## config.mk

```make
export PLATFORM = sky130hd
export DESIGN_NAME = mem_port_arbiter_flat
export DESIGN_NICKNAME = d
export VERILOG_FILES = /design/src/rtl/mem_port_arbiter_if.sv /design/src/rtl/mem_port_arbiter.sv /design/src/flat_wrapper.sv
export SDC_FILE = /design/constraint.sdc
export NUM_CORES = 1
export LEC_CHECK = 0
export BUFFER_PORTS_ARGS = -buffer_cell sky130_fd_sc_hd__buf_2
export CAP_MARGIN = 20
export CORE_AREA = 2 2 90 92
export CTS_BUF_LIST = sky130_fd_sc_hd__clkbuf_4 sky130_fd_sc_hd__clkbuf_8 sky130_fd_sc_hd__clkbuf_16
export CTS_CLUSTER_DIAMETER = 200
export DETAILED_ROUTE_END_ITERATION = 16
export DIE_AREA = 0 0 92 94
export GPL_ROUTABILITY_DRIVEN = 0
export PLACE_DENSITY = 0.81
export SYNTH_ARGS = -nofsm -noshare
export SYNTH_HDL_FRONTEND = slang
export SYNTH_SLANG_ARGS = --single-unit
```

## constraint.sdc

```tcl
create_clock -name clk1 -period 5.4 [get_ports clk1]
set_input_delay 1.08 -clock clk1 [delete_from_list [all_inputs] [get_ports clk1]]
set_output_delay 1.08 -clock clk1 [all_outputs]
set_load 0.1 [all_outputs]
```

## src/rtl/mem_port_arbiter_if.sv

```systemverilog
// Signal bundle between the IF/MEM/DBG requesters, the memory port arbiter
// and the single-port 1024 x 32 RAM of the MIPS32 pipeline.
interface mem_port_arbiter_if #(
   parameter int AW = 10,
   parameter int DW = 32,
   parameter int CW = 16
);
   logic          halted;

   logic          if_req;
   logic [AW-1:0] if_addr;
   logic          if_gnt;
   logic          if_rvalid;

   logic          mem_req;
   logic          mem_we;
   logic [AW-1:0] mem_addr;
   logic [DW-1:0] mem_wdata;
   logic          mem_gnt;
   logic          mem_rvalid;

   logic          dbg_req;
   logic          dbg_we;
   logic [AW-1:0] dbg_addr;
   logic [DW-1:0] dbg_wdata;
   logic          dbg_gnt;
   logic          dbg_rvalid;

   logic [DW-1:0] rdata;

   logic          ram_en;
   logic          ram_we;
   logic [AW-1:0] ram_addr;
   logic [DW-1:0] ram_wdata;
   logic [DW-1:0] ram_rdata;

   logic [CW-1:0] conflict_cnt;

   modport slave (
      input  halted,
      input  if_req, if_addr,
      input  mem_req, mem_we, mem_addr, mem_wdata,
      input  dbg_req, dbg_we, dbg_addr, dbg_wdata,
      input  ram_rdata,
      output if_gnt, if_rvalid,
      output mem_gnt, mem_rvalid,
      output dbg_gnt, dbg_rvalid,
      output rdata,
      output ram_en, ram_we, ram_addr, ram_wdata,
      output conflict_cnt
   );

   modport master (
      output halted,
      output if_req, if_addr,
      output mem_req, mem_we, mem_addr, mem_wdata,
      output dbg_req, dbg_we, dbg_addr, dbg_wdata,
      output ram_rdata,
      input  if_gnt, if_rvalid,
      input  mem_gnt, mem_rvalid,
      input  dbg_gnt, dbg_rvalid,
      input  rdata,
      input  ram_en, ram_we, ram_addr, ram_wdata,
      input  conflict_cnt
   );
endinterface

```

## src/rtl/mem_port_arbiter.sv

```systemverilog
// Three-way arbiter for the shared single-port instruction/data memory:
// MEM > IF > DBG with starvation promotion, halt gating and a conflict counter.
module mem_port_arbiter #(
   parameter int AW           = 10,
   parameter int DW           = 32,
   parameter int STARVE_LIMIT = 4,
   parameter int CW           = 16
) (
   input  logic              clk1,
   input  logic              rst_n,
   mem_port_arbiter_if.slave bus
);

   localparam logic [3:0]    LP_LIMIT   = 4'(STARVE_LIMIT);
   localparam logic [CW-1:0] LP_CNT_MAX = {CW{1'b1}};
   localparam logic [CW-1:0] LP_CNT_ONE = {{(CW-1){1'b0}}, 1'b1};

   // Vector bit order everywhere: [0] = MEM, [1] = IF, [2] = DBG (base priority order).
   function automatic logic [2:0] pick_first(input logic [2:0] v);
      logic [2:0] r;
      if (v[0]) begin
         r = 3'b001;
      end else if (v[1]) begin
         r = 3'b010;
      end else if (v[2]) begin
         r = 3'b100;
      end else begin
         r = 3'b000;
      end
      return r;
   endfunction

   function automatic logic two_or_more(input logic [2:0] v);
      return (v[0] & v[1]) | (v[0] & v[2]) | (v[1] & v[2]);
   endfunction

   function automatic logic [3:0] wait_next(input logic [3:0] cur, input logic elig,
                                            input logic gnt);
      logic [3:0] n;
      if (!elig || gnt) begin
         n = 4'd0;
      end else if (cur >= LP_LIMIT) begin
         n = LP_LIMIT;
      end else begin
         n = cur + 4'd1;
      end
      return n;
   endfunction

   logic [2:0]    w_elig;
   logic [2:0]    w_starved;
   logic [2:0]    w_gnt;
   logic [2:0]    w_rd_gnt;
   logic          w_conflict;
   logic          w_ram_we;
   logic [AW-1:0] w_ram_addr;
   logic [DW-1:0] w_ram_wdata;

   logic [3:0]    r_wait_mem;
   logic [3:0]    r_wait_if;
   logic [3:0]    r_wait_dbg;
   logic [2:0]    r_rd_owner;
   logic [CW-1:0] r_conflict_cnt;

   // Eligibility, starvation detection and the single-winner grant.
   always_comb begin
      w_elig    = {bus.dbg_req, bus.if_req & ~bus.halted, bus.mem_req};
      w_starved = w_elig & {r_wait_dbg == LP_LIMIT, r_wait_if == LP_LIMIT,
                            r_wait_mem == LP_LIMIT};
      if (!rst_n) begin
         w_gnt = 3'b000;
      end else if (|w_starved) begin
         w_gnt = pick_first(w_starved);
      end else begin
         w_gnt = pick_first(w_elig);
      end
      w_conflict = two_or_more(w_elig);
      w_rd_gnt   = w_gnt & {~bus.dbg_we, 1'b1, ~bus.mem_we};
   end

   // RAM command mux: winner's access goes out in the grant cycle.
   always_comb begin
      w_ram_we    = 1'b0;
      w_ram_addr  = {AW{1'b0}};
      w_ram_wdata = {DW{1'b0}};
      case (w_gnt)
         3'b001: begin
            w_ram_we    = bus.mem_we;
            w_ram_addr  = bus.mem_addr;
            w_ram_wdata = bus.mem_wdata;
         end
         3'b010: begin
            w_ram_addr  = bus.if_addr;
         end
         3'b100: begin
            w_ram_we    = bus.dbg_we;
            w_ram_addr  = bus.dbg_addr;
            w_ram_wdata = bus.dbg_wdata;
         end
         default: begin
            w_ram_we    = 1'b0;
            w_ram_addr  = {AW{1'b0}};
            w_ram_wdata = {DW{1'b0}};
         end
      endcase
   end

   // Per-port wait counters; IF drops to 0 while halted since it is then ineligible.
   always_ff @(posedge clk1 or negedge rst_n) begin
      if (!rst_n) begin
         r_wait_mem <= 4'd0;
         r_wait_if  <= 4'd0;
         r_wait_dbg <= 4'd0;
      end else begin
         r_wait_mem <= wait_next(r_wait_mem, w_elig[0], w_gnt[0]);
         r_wait_if  <= wait_next(r_wait_if,  w_elig[1], w_gnt[1]);
         r_wait_dbg <= wait_next(r_wait_dbg, w_elig[2], w_gnt[2]);
      end
   end

   // Owner of the read whose data returns next cycle; reset drops it.
   always_ff @(posedge clk1 or negedge rst_n) begin
      if (!rst_n) begin
         r_rd_owner <= 3'b000;
      end else begin
         r_rd_owner <= w_rd_gnt;
      end
   end

   // Saturating count of cycles with two or more eligible requesters.
   always_ff @(posedge clk1 or negedge rst_n) begin
      if (!rst_n) begin
         r_conflict_cnt <= {CW{1'b0}};
      end else if (w_conflict && (r_conflict_cnt != LP_CNT_MAX)) begin
         r_conflict_cnt <= r_conflict_cnt + LP_CNT_ONE;
      end else begin
         r_conflict_cnt <= r_conflict_cnt;
      end
   end

   assign bus.mem_gnt      = w_gnt[0];
   assign bus.if_gnt       = w_gnt[1];
   assign bus.dbg_gnt      = w_gnt[2];
   assign bus.mem_rvalid   = r_rd_owner[0];
   assign bus.if_rvalid    = r_rd_owner[1];
   assign bus.dbg_rvalid   = r_rd_owner[2];
   assign bus.rdata        = (|r_rd_owner) ? bus.ram_rdata : {DW{1'b0}};
   assign bus.ram_en       = |w_gnt;
   assign bus.ram_we       = w_ram_we;
   assign bus.ram_addr     = w_ram_addr;
   assign bus.ram_wdata    = w_ram_wdata;
   assign bus.conflict_cnt = r_conflict_cnt;

endmodule

```

## src/flat_wrapper.sv

```systemverilog
// flat-port wrapper written by rule: the top's interface ports become plain ports
module mem_port_arbiter_flat 
#(
   parameter int AW           = 10,
   parameter int DW           = 32,
   parameter int STARVE_LIMIT = 4,
   parameter int CW           = 16
)
  (clk1, rst_n, bus_halted, bus_if_req, bus_if_addr, bus_mem_req, bus_mem_we, bus_mem_addr, bus_mem_wdata, bus_dbg_req, bus_dbg_we, bus_dbg_addr, bus_dbg_wdata, bus_ram_rdata, bus_if_gnt, bus_if_rvalid, bus_mem_gnt, bus_mem_rvalid, bus_dbg_gnt, bus_dbg_rvalid, bus_rdata, bus_ram_en, bus_ram_we, bus_ram_addr, bus_ram_wdata, bus_conflict_cnt);
  mem_port_arbiter_if #(.AW(AW), .DW(DW), .CW(CW)) bus_i ();
  input  logic clk1;
  input  logic rst_n;
  input wire logic [$bits(bus_i.halted)-1:0] bus_halted;
  input wire logic [$bits(bus_i.if_req)-1:0] bus_if_req;
  input wire logic [$bits(bus_i.if_addr)-1:0] bus_if_addr;
  input wire logic [$bits(bus_i.mem_req)-1:0] bus_mem_req;
  input wire logic [$bits(bus_i.mem_we)-1:0] bus_mem_we;
  input wire logic [$bits(bus_i.mem_addr)-1:0] bus_mem_addr;
  input wire logic [$bits(bus_i.mem_wdata)-1:0] bus_mem_wdata;
  input wire logic [$bits(bus_i.dbg_req)-1:0] bus_dbg_req;
  input wire logic [$bits(bus_i.dbg_we)-1:0] bus_dbg_we;
  input wire logic [$bits(bus_i.dbg_addr)-1:0] bus_dbg_addr;
  input wire logic [$bits(bus_i.dbg_wdata)-1:0] bus_dbg_wdata;
  input wire logic [$bits(bus_i.ram_rdata)-1:0] bus_ram_rdata;
  output wire logic [$bits(bus_i.if_gnt)-1:0] bus_if_gnt;
  output wire logic [$bits(bus_i.if_rvalid)-1:0] bus_if_rvalid;
  output wire logic [$bits(bus_i.mem_gnt)-1:0] bus_mem_gnt;
  output wire logic [$bits(bus_i.mem_rvalid)-1:0] bus_mem_rvalid;
  output wire logic [$bits(bus_i.dbg_gnt)-1:0] bus_dbg_gnt;
  output wire logic [$bits(bus_i.dbg_rvalid)-1:0] bus_dbg_rvalid;
  output wire logic [$bits(bus_i.rdata)-1:0] bus_rdata;
  output wire logic [$bits(bus_i.ram_en)-1:0] bus_ram_en;
  output wire logic [$bits(bus_i.ram_we)-1:0] bus_ram_we;
  output wire logic [$bits(bus_i.ram_addr)-1:0] bus_ram_addr;
  output wire logic [$bits(bus_i.ram_wdata)-1:0] bus_ram_wdata;
  output wire logic [$bits(bus_i.conflict_cnt)-1:0] bus_conflict_cnt;
  assign bus_i.halted = bus_halted;
  assign bus_i.if_req = bus_if_req;
  assign bus_i.if_addr = bus_if_addr;
  assign bus_i.mem_req = bus_mem_req;
  assign bus_i.mem_we = bus_mem_we;
  assign bus_i.mem_addr = bus_mem_addr;
  assign bus_i.mem_wdata = bus_mem_wdata;
  assign bus_i.dbg_req = bus_dbg_req;
  assign bus_i.dbg_we = bus_dbg_we;
  assign bus_i.dbg_addr = bus_dbg_addr;
  assign bus_i.dbg_wdata = bus_dbg_wdata;
  assign bus_i.ram_rdata = bus_ram_rdata;
  assign bus_if_gnt = bus_i.if_gnt;
  assign bus_if_rvalid = bus_i.if_rvalid;
  assign bus_mem_gnt = bus_i.mem_gnt;
  assign bus_mem_rvalid = bus_i.mem_rvalid;
  assign bus_dbg_gnt = bus_i.dbg_gnt;
  assign bus_dbg_rvalid = bus_i.dbg_rvalid;
  assign bus_rdata = bus_i.rdata;
  assign bus_ram_en = bus_i.ram_en;
  assign bus_ram_we = bus_i.ram_we;
  assign bus_ram_addr = bus_i.ram_addr;
  assign bus_ram_wdata = bus_i.ram_wdata;
  assign bus_conflict_cnt = bus_i.conflict_cnt;
  mem_port_arbiter #(.AW(AW), .DW(DW), .STARVE_LIMIT(STARVE_LIMIT), .CW(CW)) u_core (.clk1(clk1), .rst_n(rst_n), .bus(bus_i));
endmodule
```

==> results list <==
* Wire length of the first global-routing pass: 15.2 mm
- Syn_area_per_cell: 9.36 um^2
- Clock-pin slew was measured on the worst setup and hold paths at 0.06 ns.
- Number of antenna-violating nets in the routed design: 0
* Number of enable-type register cells in the synthesized netlist: 0
- Once the clock tree was built, the resizer swapped 0 gates to a different size.
- STA classifies the critical path startpoint as a primary input.
- Most area-consuming cells after synthesis: sky130_fd_sc_hd__dfrtp_1, sky130_fd_sc_hd__a22o_1, sky130_fd_sc_hd__nor2b_1
- Inst Count DP: 572
- The count of final hold-check violations came to 0.
- DRT iter0 DRCs: 133
- Global Route Usage Sum: 23.5%
- The cell that appears most often on the critical path is sky130_fd_sc_hd__buf_2.
- STA classifies the critical path endpoint as an output pin.
- Area growth from synthesis to layout: 58.9%
* FMAX: 226 MHz
* Final worst clock skew: 0.00536 ns
- The setup path with the least slack is of type primary input to output pin.
- Sequential cell area fraction in the yosys report: 33.4%
- The die is 94 um tall.
* Buf/Inv on CP: 5
* Die ar.: about 8600 um^2
- Number of nets in the finished design: 618
* TritonCTS clock tree: yes
* Routed via count: 2986
- Overflow left after global routing: 0
- Async set-reset flop share out of synthesis: 100%
- Effective utilization at floorplan: 30.5%
- Cell-by-cell trace of the critical path: buf_2 > inv_1 > o31ai_1 > buf_4 > or3_1 > inv_2 > a22o_1 > buf_2
- The analysis attributes to cell leakage a power of 2.03 nW.
- Yosys warning total: 0
- On the critical path, the stage with the largest delay is an instance of sky130_fd_sc_hd__inv_2.
- Of all nets on the critical path, the largest fanout is 36.
* Clock latency at the later pin of the worst-skew pair: around 0.29 ns
- For this run, the number of standard cells in the final layout without fillers is 581.
- In this design, the stage delay of the slowest critical-path cell is 0.49 ns.
* Setup repair after global routing missed its margin: no
- In the finished design, the share of the clock period the worst path needs comes to 82.0%.
- Clock buffers created by TritonCTS: 5
- P per Cell Area: 336 nW/um^2
- From left edge to right edge, the die measures 92 um.
* Final wirelength: about 11 mm
* # Max-Cap Violations: 0
* Kind of cell with the highest combined delay on the critical path: buffers and inverters
* Critical Path RT: 4.32 ns
- CORE AREA: 7610 um^2
- The initialized floorplan defines 32 standard-cell rows.
- Max transition margin: 45.9%
* Post-CTS Setup Inserts: 0
- M3 GR Usage: 12.4%
* Fraction of final layout cells with drive strength greater than 1: between 50% and 60%
- # port buffers: 231
- Fraction of post-synthesis cell area in the top cell type by area: 33.4%
- The number of global-route vias before repair was 2780.
* Buffer levels on the longest clock path: 2
- Synthesis inferred 31 register bits.
- CTS built an H-tree with a depth of 2.
- Peak supply drop: ~0.23 mV
- Mean routed wirelength per cell: around 19 um
- Share of the core filled with cells in the final layout: 48.5%
- The routed design could run at a clock period as short as 4.43 ns.
- Summing every instance area after synthesis gives 2320 um^2.
* Met1 global-route usage: 26.7%
* CTS Hold Buffers Added: 0
* Slew @ Worst Pin: 0.811 ns
- Largest net degree at the start of global routing: 37
- DRT Pass-1 Iters: 4
- Synthesis produced a netlist whose cell count is 248.
- Met2 demand-to-capacity share in global routing: 38.1%
* Arrival time reported for the critical path endpoint: 3.35 ns
- Initial antenna violation count: 2
* Sum of negative setup slack: 0 ns
- Using the TritonRoute via totals, the vias-per-cell ratio works out to between 5 and 6.
- # DRC: 0
- Top-Level Pins: 232
- Cell at the root of the clock tree: sky130_fd_sc_hd__clkbuf_8
- Predominant post-synthesis flop cell: sky130_fd_sc_hd__dfrtp_1
- Busiest layer in global routing: met2
- Post-layout power: about 1.2 mW
* Status: finished, final reports clean
- Largest area contributor in the netlist: sky130_fd_sc_hd__dfrtp_1
- Post-route worst hold slack: about 0.48 ns
- Summed over all nets, the half-perimeter wirelength after detailed placement is 9.10 mm.
- Final setup fails: 0
- The clock drives 31 sinks.
- Hold/Removal Path Class: register to register
- After synthesis, the netlist uses 43 different library cells.
- The number of max-slew violations in the final report is 0.
[registers in the layout, indices dropped and copies added, names as in the netlist]
name and flops:
u_core.r_wait_mem 4, u_core.r_wait_dbg 4, u_core.r_wait_if 4, u_core.bus.conflict_cnt 16
u_core.r_rd_owner 3
[logic make-up (layout without fill, tap and decap cells)]
logic type / after synthesis / count (layout) / synth area share [%]
and+or+nand+nor: 105 / 105 / 28.4
AOI/OAI and AO/OA: 60 / 60 / 22.4
DFF: 31 / 31 / 33.4
buffers and inverters: 28 / 256 / 5.18
muxes: 4 / 4 / 2.10
xor gates and xnor gates: 10 / 10 / 3.77
adders and majority gates: 9 / 9 / 4.64
other: 1 / 4 / 0.162
[routing by layer]
layer  vias to the layer above  share of wire, %
met3                        13                14
li1                       1389                 -
met5                         -              0.12
met4                         2               1.9
met1                      1422                37
met2                       160                47
[final timing paths]
check                                      from                   end  slack (ns)  cells after the start
min in group asynchronous                 rst_n  u_core.r_wait_mem[1]        0.66                      1
max in group asynchronous                 rst_n  u_core.r_wait_mem[3]        4.16                      2
max reg2reg                u_core.r_wait_dbg[0]  u_core.r_wait_dbg[2]        3.19                      8
min reg2reg                 u_core.r_wait_if[0]   u_core.r_wait_if[0]        0.48                      1
max                                 bus_mem_req     bus_ram_wdata[31]        0.97                      8
min                         u_core.r_wait_if[0]   u_core.r_wait_if[0]        0.48                      1
[cell usage after synthesis (3+ instances only)]
library cell,number
sky130_fd_sc_hd__nor2b_1,34
sky130_fd_sc_hd__a31oi_1,3
sky130_fd_sc_hd__and4_1,3
sky130_fd_sc_hd__ha_1,7
sky130_fd_sc_hd__nor4_1,7
sky130_fd_sc_hd__nor3_1,12
sky130_fd_sc_hd__nor2_1,7
sky130_fd_sc_hd__a22o_1,33
sky130_fd_sc_hd__o211ai_1,6
sky130_fd_sc_hd__inv_1,10
sky130_fd_sc_hd__nor4b_1,11
sky130_fd_sc_hd__buf_2,6
sky130_fd_sc_hd__xor2_1,4
sky130_fd_sc_hd__xnor2_1,6
sky130_fd_sc_hd__nand3_1,7
sky130_fd_sc_hd__a221o_1,10
sky130_fd_sc_hd__or3_1,4
sky130_fd_sc_hd__dfrtp_1,31
sky130_fd_sc_hd__nand2_1,8
sky130_fd_sc_hd__clkbuf_1,10
[through the flow]
step / cell area [um^2] / setup slack [ns]
5_1_grt: 3680 / 0.838
4_1_cts: 3680 / 0.999
6_report: 3690 / 0.970
3_3_place_gp: 3600 / 1.07
2_1_floorplan: 2330 / 0.739
3_5_place_dp: 3600 / 0.995
[power breakdown]
| part | internal [mW] | switching (mW) |
|---|---|---|
| registers | 0.262 | 0.0486 |
| logic | 0.148 | 0.596 |
| clock network | 0.100 | 0.0855 |
| total | 0.510 | 0.730 |
[placed cells by master (no fill, tap or decap), types with 6 or more instances in the layout]
master                     instances
sky130_fd_sc_hd__a22o_1           33
sky130_fd_sc_hd__dfrtp_1          31
sky130_fd_sc_hd__nor2b_1          34
sky130_fd_sc_hd__ha_1              7
sky130_fd_sc_hd__a221o_1          10
sky130_fd_sc_hd__o211ai_1          6
sky130_fd_sc_hd__xnor2_1           6
sky130_fd_sc_hd__nor4_1            7
sky130_fd_sc_hd__nor4b_1          11
sky130_fd_sc_hd__nor3_1           11
sky130_fd_sc_hd__nand2_1           8
sky130_fd_sc_hd__buf_2           231
sky130_fd_sc_hd__inv_1            10
sky130_fd_sc_hd__nor2_1            7
sky130_fd_sc_hd__nand3_1           7
[final cells by class]
type / count / area [um^2]
diodes: 1 / 2.50
clock buffers: 7 / 83.8
clock inverters: 1 / 5.00
fillers: 751 / 3920
inverters: 11 / 41.3
multi-input cells: 191 / 1440
flip-flops and latches: 31 / 776
well taps: 102 / 128
repair buffers: 237 / 1210
Power figures use the tool's default switching activity.
